===== src/rtl/sha256_pkg.sv =====
`default_nettype none
// ============================================================================
// sha256_pkg : SHA-256 constants, word types and FIPS 180-4 logic functions
// Rev 1.0
// ============================================================================
package sha256_pkg;

  typedef logic [31:0]        Word;
  typedef logic [0:7][31:0]   HashState;
  typedef logic [0:15][31:0]  Chunk;

  typedef enum logic [1:0] {
    IDLE   = 2'd0,
    ROUND  = 2'd1,
    FINAL  = 2'd2,
    DIGEST = 2'd3
  } CompressState;

  localparam HashState IV = {
    32'h6a09e667, 32'hbb67ae85, 32'h3c6ef372, 32'ha54ff53a,
    32'h510e527f, 32'h9b05688c, 32'h1f83d9ab, 32'h5be0cd19
  };

  localparam logic [0:63][31:0] K = {
    32'h428a2f98, 32'h71374491, 32'hb5c0fbcf, 32'he9b5dba5, 32'h3956c25b, 32'h59f111f1, 32'h923f82a4, 32'hab1c5ed5,
    32'hd807aa98, 32'h12835b01, 32'h243185be, 32'h550c7dc3, 32'h72be5d74, 32'h80deb1fe, 32'h9bdc06a7, 32'hc19bf174,
    32'he49b69c1, 32'hefbe4786, 32'h0fc19dc6, 32'h240ca1cc, 32'h2de92c6f, 32'h4a7484aa, 32'h5cb0a9dc, 32'h76f988da,
    32'h983e5152, 32'ha831c66d, 32'hb00327c8, 32'hbf597fc7, 32'hc6e00bf3, 32'hd5a79147, 32'h06ca6351, 32'h14292967,
    32'h27b70a85, 32'h2e1b2138, 32'h4d2c6dfc, 32'h53380d13, 32'h650a7354, 32'h766a0abb, 32'h81c2c92e, 32'h92722c85,
    32'ha2bfe8a1, 32'ha81a664b, 32'hc24b8b70, 32'hc76c51a3, 32'hd192e819, 32'hd6990624, 32'hf40e3585, 32'h106aa070,
    32'h19a4c116, 32'h1e376c08, 32'h2748774c, 32'h34b0bcb5, 32'h391c0cb3, 32'h4ed8aa4a, 32'h5b9cca4f, 32'h682e6ff3,
    32'h748f82ee, 32'h78a5636f, 32'h84c87814, 32'h8cc70208, 32'h90befffa, 32'ha4506ceb, 32'hbef9a3f7, 32'hc67178f2
  };

  function automatic Word rotr(input Word x, input int unsigned n);
    return (x >> n) | (x << (32 - n));
  endfunction

  function automatic Word big_sigma0(input Word x);
    return rotr(x, 2) ^ rotr(x, 13) ^ rotr(x, 22);
  endfunction

  function automatic Word big_sigma1(input Word x);
    return rotr(x, 6) ^ rotr(x, 11) ^ rotr(x, 25);
  endfunction

  function automatic Word small_sigma0(input Word x);
    return rotr(x, 7) ^ rotr(x, 18) ^ (x >> 3);
  endfunction

  function automatic Word small_sigma1(input Word x);
    return rotr(x, 17) ^ rotr(x, 19) ^ (x >> 10);
  endfunction

  function automatic Word ch(input Word e, input Word f, input Word g);
    return (e & f) ^ (~e & g);
  endfunction

  function automatic Word maj(input Word a, input Word b, input Word c);
    return (a & b) ^ (a & c) ^ (b & c);
  endfunction

endpackage
`default_nettype wire


===== src/rtl/sha256_compress_if.sv =====
`default_nettype none
// ============================================================================
// sha256_compress_if : chunk input and digest output handshakes
// Rev 1.0
// ============================================================================
interface sha256_compress_if;
  import sha256_pkg::*;

  logic     chunk_in_rdy;
  logic     chunk_in_vld;
  Chunk     chunk_in;
  logic     chunk_first;
  logic     chunk_last;
  logic     digest_rdy;
  logic     digest_vld;
  HashState digest;

  modport master (
    input  chunk_in_rdy,
    output chunk_in_vld, chunk_in, chunk_first, chunk_last,
    output digest_rdy,
    input  digest_vld, digest
  );

  modport slave (
    output chunk_in_rdy,
    input  chunk_in_vld, chunk_in, chunk_first, chunk_last,
    input  digest_rdy,
    output digest_vld, digest
  );
endinterface
`default_nettype wire


===== src/rtl/sha256_round.sv =====
`default_nettype none
// ============================================================================
// sha256_round : one combinational SHA-256 round, a..h -> a'..h'
// Rev 1.0
// ============================================================================
module sha256_round
  import sha256_pkg::*;
(
  input  HashState i_state,
  input  Word      i_w,
  input  Word      i_k,
  output HashState o_state
);

  Word w_t1;
  Word w_t2;

  assign w_t1 = i_state[7] + big_sigma1(i_state[4]) + ch(i_state[4], i_state[5], i_state[6]) + i_k + i_w;
  assign w_t2 = big_sigma0(i_state[0]) + maj(i_state[0], i_state[1], i_state[2]);

  assign o_state = {w_t1 + w_t2, i_state[0], i_state[1], i_state[2],
                    i_state[3] + w_t1, i_state[4], i_state[5], i_state[6]};

endmodule
`default_nettype wire


===== src/rtl/sha256_compress.sv =====
`default_nettype none
// ============================================================================
// sha256_compress : iterative SHA-256 compression, UNROLL rounds per clock
// Rev 1.0
// ============================================================================
module sha256_compress
  import sha256_pkg::*;
#(
  parameter int UNROLL = 1
) (
  input  wire logic         clk,
  input  wire logic         rst,
  sha256_compress_if.slave  bus
);

  localparam logic [5:0] c_T_LAST = 6'(64 - UNROLL);

  CompressState r_state;
  CompressState w_state_nx;
  logic         r_rdy;
  logic         r_vld;
  logic         r_last;
  logic [5:0]   r_t;
  HashState     r_h;
  HashState     r_ab;
  HashState     w_ab_nx;
  HashState     w_h_sum;
  Chunk         r_w;
  Chunk         w_w_nx;
  Word          w_ext [0:15+UNROLL];
  logic         w_take;

  assign w_take = bus.chunk_in_vld & r_rdy;

  always_ff @(posedge clk) begin
    if (rst) begin
      r_state <= IDLE;
      r_rdy   <= 1'b0;
      r_vld   <= 1'b0;
    end else begin
      r_state <= w_state_nx;
      r_rdy   <= (w_state_nx == IDLE);
      r_vld   <= (w_state_nx == DIGEST);
    end
  end

  always_comb begin
    w_state_nx = r_state;
    case (r_state)
      IDLE:    if (w_take) w_state_nx = ROUND;
      ROUND:   if (r_t == c_T_LAST) w_state_nx = FINAL;
      FINAL:   w_state_nx = r_last ? DIGEST : IDLE;
      DIGEST:  if (bus.digest_rdy) w_state_nx = IDLE;
      default: w_state_nx = IDLE;
    endcase
  end

  // Extend the 16-word window by UNROLL scheduled words, then slide it.
  always_comb begin
    for (int i = 0; i < 16; i++) w_ext[i] = r_w[i];
    for (int i = 16; i < 16 + UNROLL; i++)
      w_ext[i] = small_sigma1(w_ext[i-2]) + w_ext[i-7] + small_sigma0(w_ext[i-15]) + w_ext[i-16];
    for (int i = 0; i < 16; i++) w_w_nx[i] = w_ext[i+UNROLL];
  end

  for (genvar j = 0; j < UNROLL; j++) begin : g_round
    HashState w_in;
    HashState w_out;
    if (j == 0) begin : g_head
      assign w_in = r_ab;
    end else begin : g_link
      assign w_in = g_round[j-1].w_out;
    end
    sha256_round u_round (
      .i_state (w_in),
      .i_w     (r_w[j]),
      .i_k     (K[r_t + 6'(j)]),
      .o_state (w_out)
    );
  end

  assign w_ab_nx = g_round[UNROLL-1].w_out;

  always_comb begin
    for (int i = 0; i < 8; i++) w_h_sum[i] = r_h[i] + r_ab[i];
  end

  always_ff @(posedge clk) begin
    case (r_state)
      IDLE: begin
        if (w_take) begin
          r_w    <= bus.chunk_in;
          r_last <= bus.chunk_last;
          r_t    <= 6'd0;
          r_ab   <= bus.chunk_first ? IV : r_h;
        end
      end
      ROUND: begin
        r_ab <= w_ab_nx;
        r_w  <= w_w_nx;
        r_t  <= r_t + 6'(UNROLL);
      end
      default: ;
    endcase
  end

  always_ff @(posedge clk) begin
    if (rst)                                   r_h <= IV;
    else if (w_take && bus.chunk_first)        r_h <= IV;
    else if (r_state == FINAL)                 r_h <= w_h_sum;
    else if (r_state == DIGEST && bus.digest_rdy) r_h <= IV;
  end

  assign bus.chunk_in_rdy = r_rdy;
  assign bus.digest_vld   = r_vld;
  assign bus.digest       = r_vld ? r_h : '0;

endmodule
`default_nettype wire


===== src/flat_wrapper.sv =====
// flat-port wrapper written by rule: the top's interface ports become plain ports
module sha256_compress_flat import sha256_pkg::*;
#(
  parameter int UNROLL = 1
)
  (clk, rst, bus_chunk_in_rdy, bus_chunk_in_vld, bus_chunk_in, bus_chunk_first, bus_chunk_last, bus_digest_rdy, bus_digest_vld, bus_digest);
  sha256_compress_if bus_i ();
  input  wire logic clk;
  input  wire logic rst;
  output wire logic [$bits(bus_i.chunk_in_rdy)-1:0] bus_chunk_in_rdy;
  input wire logic [$bits(bus_i.chunk_in_vld)-1:0] bus_chunk_in_vld;
  input wire logic [$bits(bus_i.chunk_in)-1:0] bus_chunk_in;
  input wire logic [$bits(bus_i.chunk_first)-1:0] bus_chunk_first;
  input wire logic [$bits(bus_i.chunk_last)-1:0] bus_chunk_last;
  input wire logic [$bits(bus_i.digest_rdy)-1:0] bus_digest_rdy;
  output wire logic [$bits(bus_i.digest_vld)-1:0] bus_digest_vld;
  output wire logic [$bits(bus_i.digest)-1:0] bus_digest;
  assign bus_chunk_in_rdy = bus_i.chunk_in_rdy;
  assign bus_i.chunk_in_vld = bus_chunk_in_vld;
  assign bus_i.chunk_in = bus_chunk_in;
  assign bus_i.chunk_first = bus_chunk_first;
  assign bus_i.chunk_last = bus_chunk_last;
  assign bus_i.digest_rdy = bus_digest_rdy;
  assign bus_digest_vld = bus_i.digest_vld;
  assign bus_digest = bus_i.digest;
  sha256_compress #(.UNROLL(UNROLL)) u_core (.clk(clk), .rst(rst), .bus(bus_i));
endmodule

===== config.mk =====
export PLATFORM = sky130hd
export DESIGN_NAME = sha256_compress_flat
export DESIGN_NICKNAME = d
export VERILOG_FILES = /design/src/rtl/sha256_pkg.sv /design/src/rtl/sha256_compress_if.sv /design/src/rtl/sha256_round.sv /design/src/rtl/sha256_compress.sv /design/src/flat_wrapper.sv
export SDC_FILE = /design/constraint.sdc
export NUM_CORES = 2
export LEC_CHECK = 0
export CORE_MARGIN = 5
export CORE_UTILIZATION = 36
export CTS_CLUSTER_SIZE = 30
export DETAILED_ROUTE_END_ITERATION = 6
export DONT_BUFFER_PORTS = 1
export GPL_TIMING_DRIVEN = 0
export PLACE_DENSITY = 0.52
export SETUP_SLACK_MARGIN = 0.15
export SYNTH_ARGS = -nofsm -noshare
export SYNTH_HDL_FRONTEND = slang
export SYNTH_SLANG_ARGS = --single-unit

===== constraint.sdc =====
create_clock -name clk -period 61.2 [get_ports clk]
set_input_delay 12.24 -clock clk [delete_from_list [all_inputs] [get_ports clk]]
set_output_delay 12.24 -clock clk [all_outputs]
set_load 0.02 [all_outputs]

==> impl_metrics.json <==
{
  "outcome": "finished with violations",
  "violations": "DRC, capacitance limit, slew limit",
  "post-dp-hpwl_um": 282000,
  "hold_viol_final": 0,
  "initial_utilization_pct": 36.3,
  "critPathMostFrequentCell": "clkbuf_1",
  "syn2layout_area_growth_pct": 12.0,
  "overflow": 0,
  "die_y_um": 454,
  "min_period_ns": 16.17,
  "post-route-period-util_pct": 26.4,
  "antenna_found_initial": 63,
  "worstPathCellList": "clkbuf_1, clkbuf_1, and2_1",
  "final_area_um2": 79400,
  "place_congestion": 0.993,
  "via_count": 62500,
  "final_core_utilization_pct": 40.6,
  "final_max_slew_viol_count": 14,
  "grt_max_degree": 35,
  "hold_buffers": 0,
  "portBuffers": 0,
  "clock_sinks": 1035,
  "multiInputGateArea_um2": 39500,
  "hold_depth": 2,
  "slowest_delay_ns": 0.94,
  "rows": 162,
  "clock-root-buffer": "clkbuf_16",
  "io_pins": 776,
  "worst_ep_arrival_time_ns": 3.93,
  "synth-warning-count": 0,
  "ys_seq_area_share_pct": 40.2,
  "synth-seq-cells": 1035,
  "synth.top_cell.area_share_pct": 32.8,
  "fin_nets": 9312,
  "min_from": "u_core.r_h[31]",
  "hp-class": "reg -> reg",
  "grt_pass1_wl_um": 472000,
  "syn_area_um2": 70900,
  "rrSetupSlack_ns": 48.88,
  "async_reset_ff_share_pct": 0,
  "min_to": "u_core.r_h[31]",
  "timing.rr.end": "u_core.g_round[0].w_in[255]",
  "numCtsBuffers": 131,
  "core_um2": 195000,
  "synth_edf_count": 775,
  "start_kind": "flip-flop",
  "grt_pass1_vias": 60600,
  "path_max_fanout": 10,
  "slew_headroom_pct": -6.36,
  "synth_cells": 8039,
  "r2r_cells": 37,
  "slowest_stage": "clkbuf_1",
  "drive_gt1_share_pct": 3.71,
  "die_area_um2": 206000,
  "drc": 7,
  "worstPathRequired_ns": 48.96,
  "cts_setup_buffers": 0,
  "regArea_um2": 28500,
  "fin_skew_ns": 0.0386,
  "yosysTopAreaCell": "edfxtp_1",
  "max_freq_ghz": 0.0618,
  "ys.flop_type": "edfxtp_1",
  "grtUsageTotal_pct": 32.8,
  "cts.repair.resized": 0,
  "finalSetupViolCount": 0,
  "post_dp_cell_area_um2": 74900,
  "fillers": 19900,
  "wl_per_cell_um": 31.7,
  "synth_nets": 9146,
  "worstSetupEndpointType": "output pin",
  "crit_type": "reg -> out",
  "cts_tree": "built",
  "grt_setup_unrepaired": "no",
  "yosysUniqueCellTypes": 87,
  "detail-route-antenna-nets": 0,
  "dr.pass1.iters": 7,
  "clkTransAtPathRegs_ns": 0.06,
  "cts_max_path_buffers": 3,
  "r2r-start": "u_core.r_t[1]",
  "htree_levels": 4,
  "drt_wl_total_um": 348000,
  "first_iter_violations": 7115,
  "synth.area.top_cells": "edfxtp_1, nand2_1, dfxtp_1",
  "worst_pin_slew_ns": 1.58,
  "clk_latency_ns": 0.82,
  "postSynthAreaPerCell_um2": 8.82,
  "maxCapViolations": 5,
  "viasPerCell": 5.69,
  "die_w_um": 454
}
-- worst max path at each step --
stage / start / end / slack [ns] / depth (start not counted)
2_1_floorplan: bus_chunk_in_vld / u_core.g_round[0].w_in[0] / 12.85 / 3
3_3_place_gp: bus_chunk_in_vld / u_core.r_w[367] / -5.72 / 3
3_5_place_dp: bus_chunk_first / u_core.r_h[15] / 44.82 / 8
4_1_cts: u_core.bus.digest_vld / bus_digest[148] / 44.90 / 3
5_1_grt: u_core.bus.digest_vld / bus_digest[147] / 45.01 / 3
6_report: u_core.bus.digest_vld / bus_digest[148] / 45.03 / 3
-- Yosys cell counts (all sizes together) (66+ instances only) --
| cell | number |
|---|---|
| a21o | 184 |
| a21oi | 399 |
| and2 | 274 |
| clkbuf | 389 |
| dfxtp | 260 |
| edfxtp | 775 |
| fa | 195 |
| ha | 394 |
| inv | 341 |
| nand2 | 2201 |
| nand2b | 68 |
| nand3 | 74 |
| nand3b | 123 |
| nor2 | 347 |
| nor3 | 88 |
| o21a | 66 |
| o21ai | 483 |
| o22ai | 89 |
| xnor2 | 366 |
| xor2 | 205 |
-- routing by layer --
metal	global-route usage, %	share of wire (%)	vias up
li1	-	-	28000
met1	40.4	39	30500
met2	53.1	46	3303
met3	6.04	8.0	698
met4	20.3	6.9	12
met5	0	0.032	-
-- worst max-delay path: cells and delay by family, from the launching register on --
family / cells / cell delay, ns
buffers and inverters: 2 / 1.86
DFF: 1 / 0.77
and+or+nand+nor: 1 / 0.47
-- cells by family after synthesis --
| logic type | after synthesis | synth area share [%] |
|---|---|---|
| and+or+nand+nor | 3367 | 20.7 |
| AOI/OAI and AO/OA | 1644 | 14.5 |
| DFF | 1035 | 40.2 |
| adders and majority gates | 591 | 12.5 |
| buffers and inverters | 779 | 4.14 |
| muxes | 51 | 0.890 |
| xor gates and xnor gates | 572 | 7.09 |
-- placed cells by master, fill, tap and decap left out, drive strengths merged, types with 22 or more instances in the layout --
| master | synthesis | routed |
|---|---|---|
| nand3 | 74 | 74 |
| nor2 | 347 | 347 |
| a22oi | 65 | 65 |
| a211oi | 56 | 56 |
| nand2 | 2201 | 2201 |
| buf | 48 | 81 |
| xnor2 | 366 | 366 |
| diode | 0 | 49 |
| and2 | 274 | 274 |
| fa | 195 | 195 |
| nand2b | 68 | 68 |
| mux2i | 36 | 36 |
| o22ai | 89 | 89 |
| a31oi | 37 | 37 |
| a21oi | 399 | 399 |
| xor2 | 205 | 205 |
| o21bai | 33 | 33 |
| nand4 | 22 | 22 |
| o31ai | 33 | 33 |
| a21o | 184 | 184 |
| clkinv | 1 | 46 |
| ha | 394 | 394 |
| o211ai | 30 | 30 |
| nor2b | 54 | 54 |
| nor3 | 88 | 88 |
| or3 | 28 | 28 |
| dfxtp | 260 | 260 |
| clkbuf | 389 | 552 |
| and3 | 34 | 34 |
| o21ai | 483 | 483 |
| o21a | 66 | 66 |
| nand3b | 123 | 123 |
| inv | 341 | 351 |
| edfxtp | 775 | 775 |
-- state kept, by name (all words and copies together), names as in the netlist --
register and count:
u_core.g_round.w_in 256, u_core.r_last 1, u_core.r_t 6, u_core.bus.chunk_in_rdy 1, u_core.r_state 2, u_core.bus.digest_vld 1, u_core.r_w 512, u_core.r_h 256
-- layout make-up --
| class | count | share of cell area (%) |
|---|---|---|
| Sequential cell | 1035 | 35.9 |
| Clock inverter | 78 | 1.10 |
| Inverter | 342 | 1.62 |
| Buffer | 437 | 2.10 |
| Tap cell | 2624 | 4.14 |
| Timing Repair Buffer | 33 | 0.848 |
| Antenna cell | 49 | 0.154 |
| Clock buffer | 163 | 4.42 |
| Multi-Input combinational cell | 6225 | 49.7 |
-- per-stage QoR --
stage | setup slack, ns | std cells | hold slack [ns] | TNS, ns
6_report | 45.03 | 11000 | 0.492 | 0
5_1_grt | 45.01 | 11000 | 0.519 | 0
4_1_cts | 44.90 | 10900 | 0.490 | 0
3_5_place_dp | 44.82 | 10700 | 0.481 | 0
3_3_place_gp | -5.72 | 10700 | 0.471 | -4314.25
2_1_floorplan | 12.85 | 8039 | 0.436 | 0
Power is not shown: default switching activity piles up to over one toggle a cycle in this logic, so the estimate is an artifact.
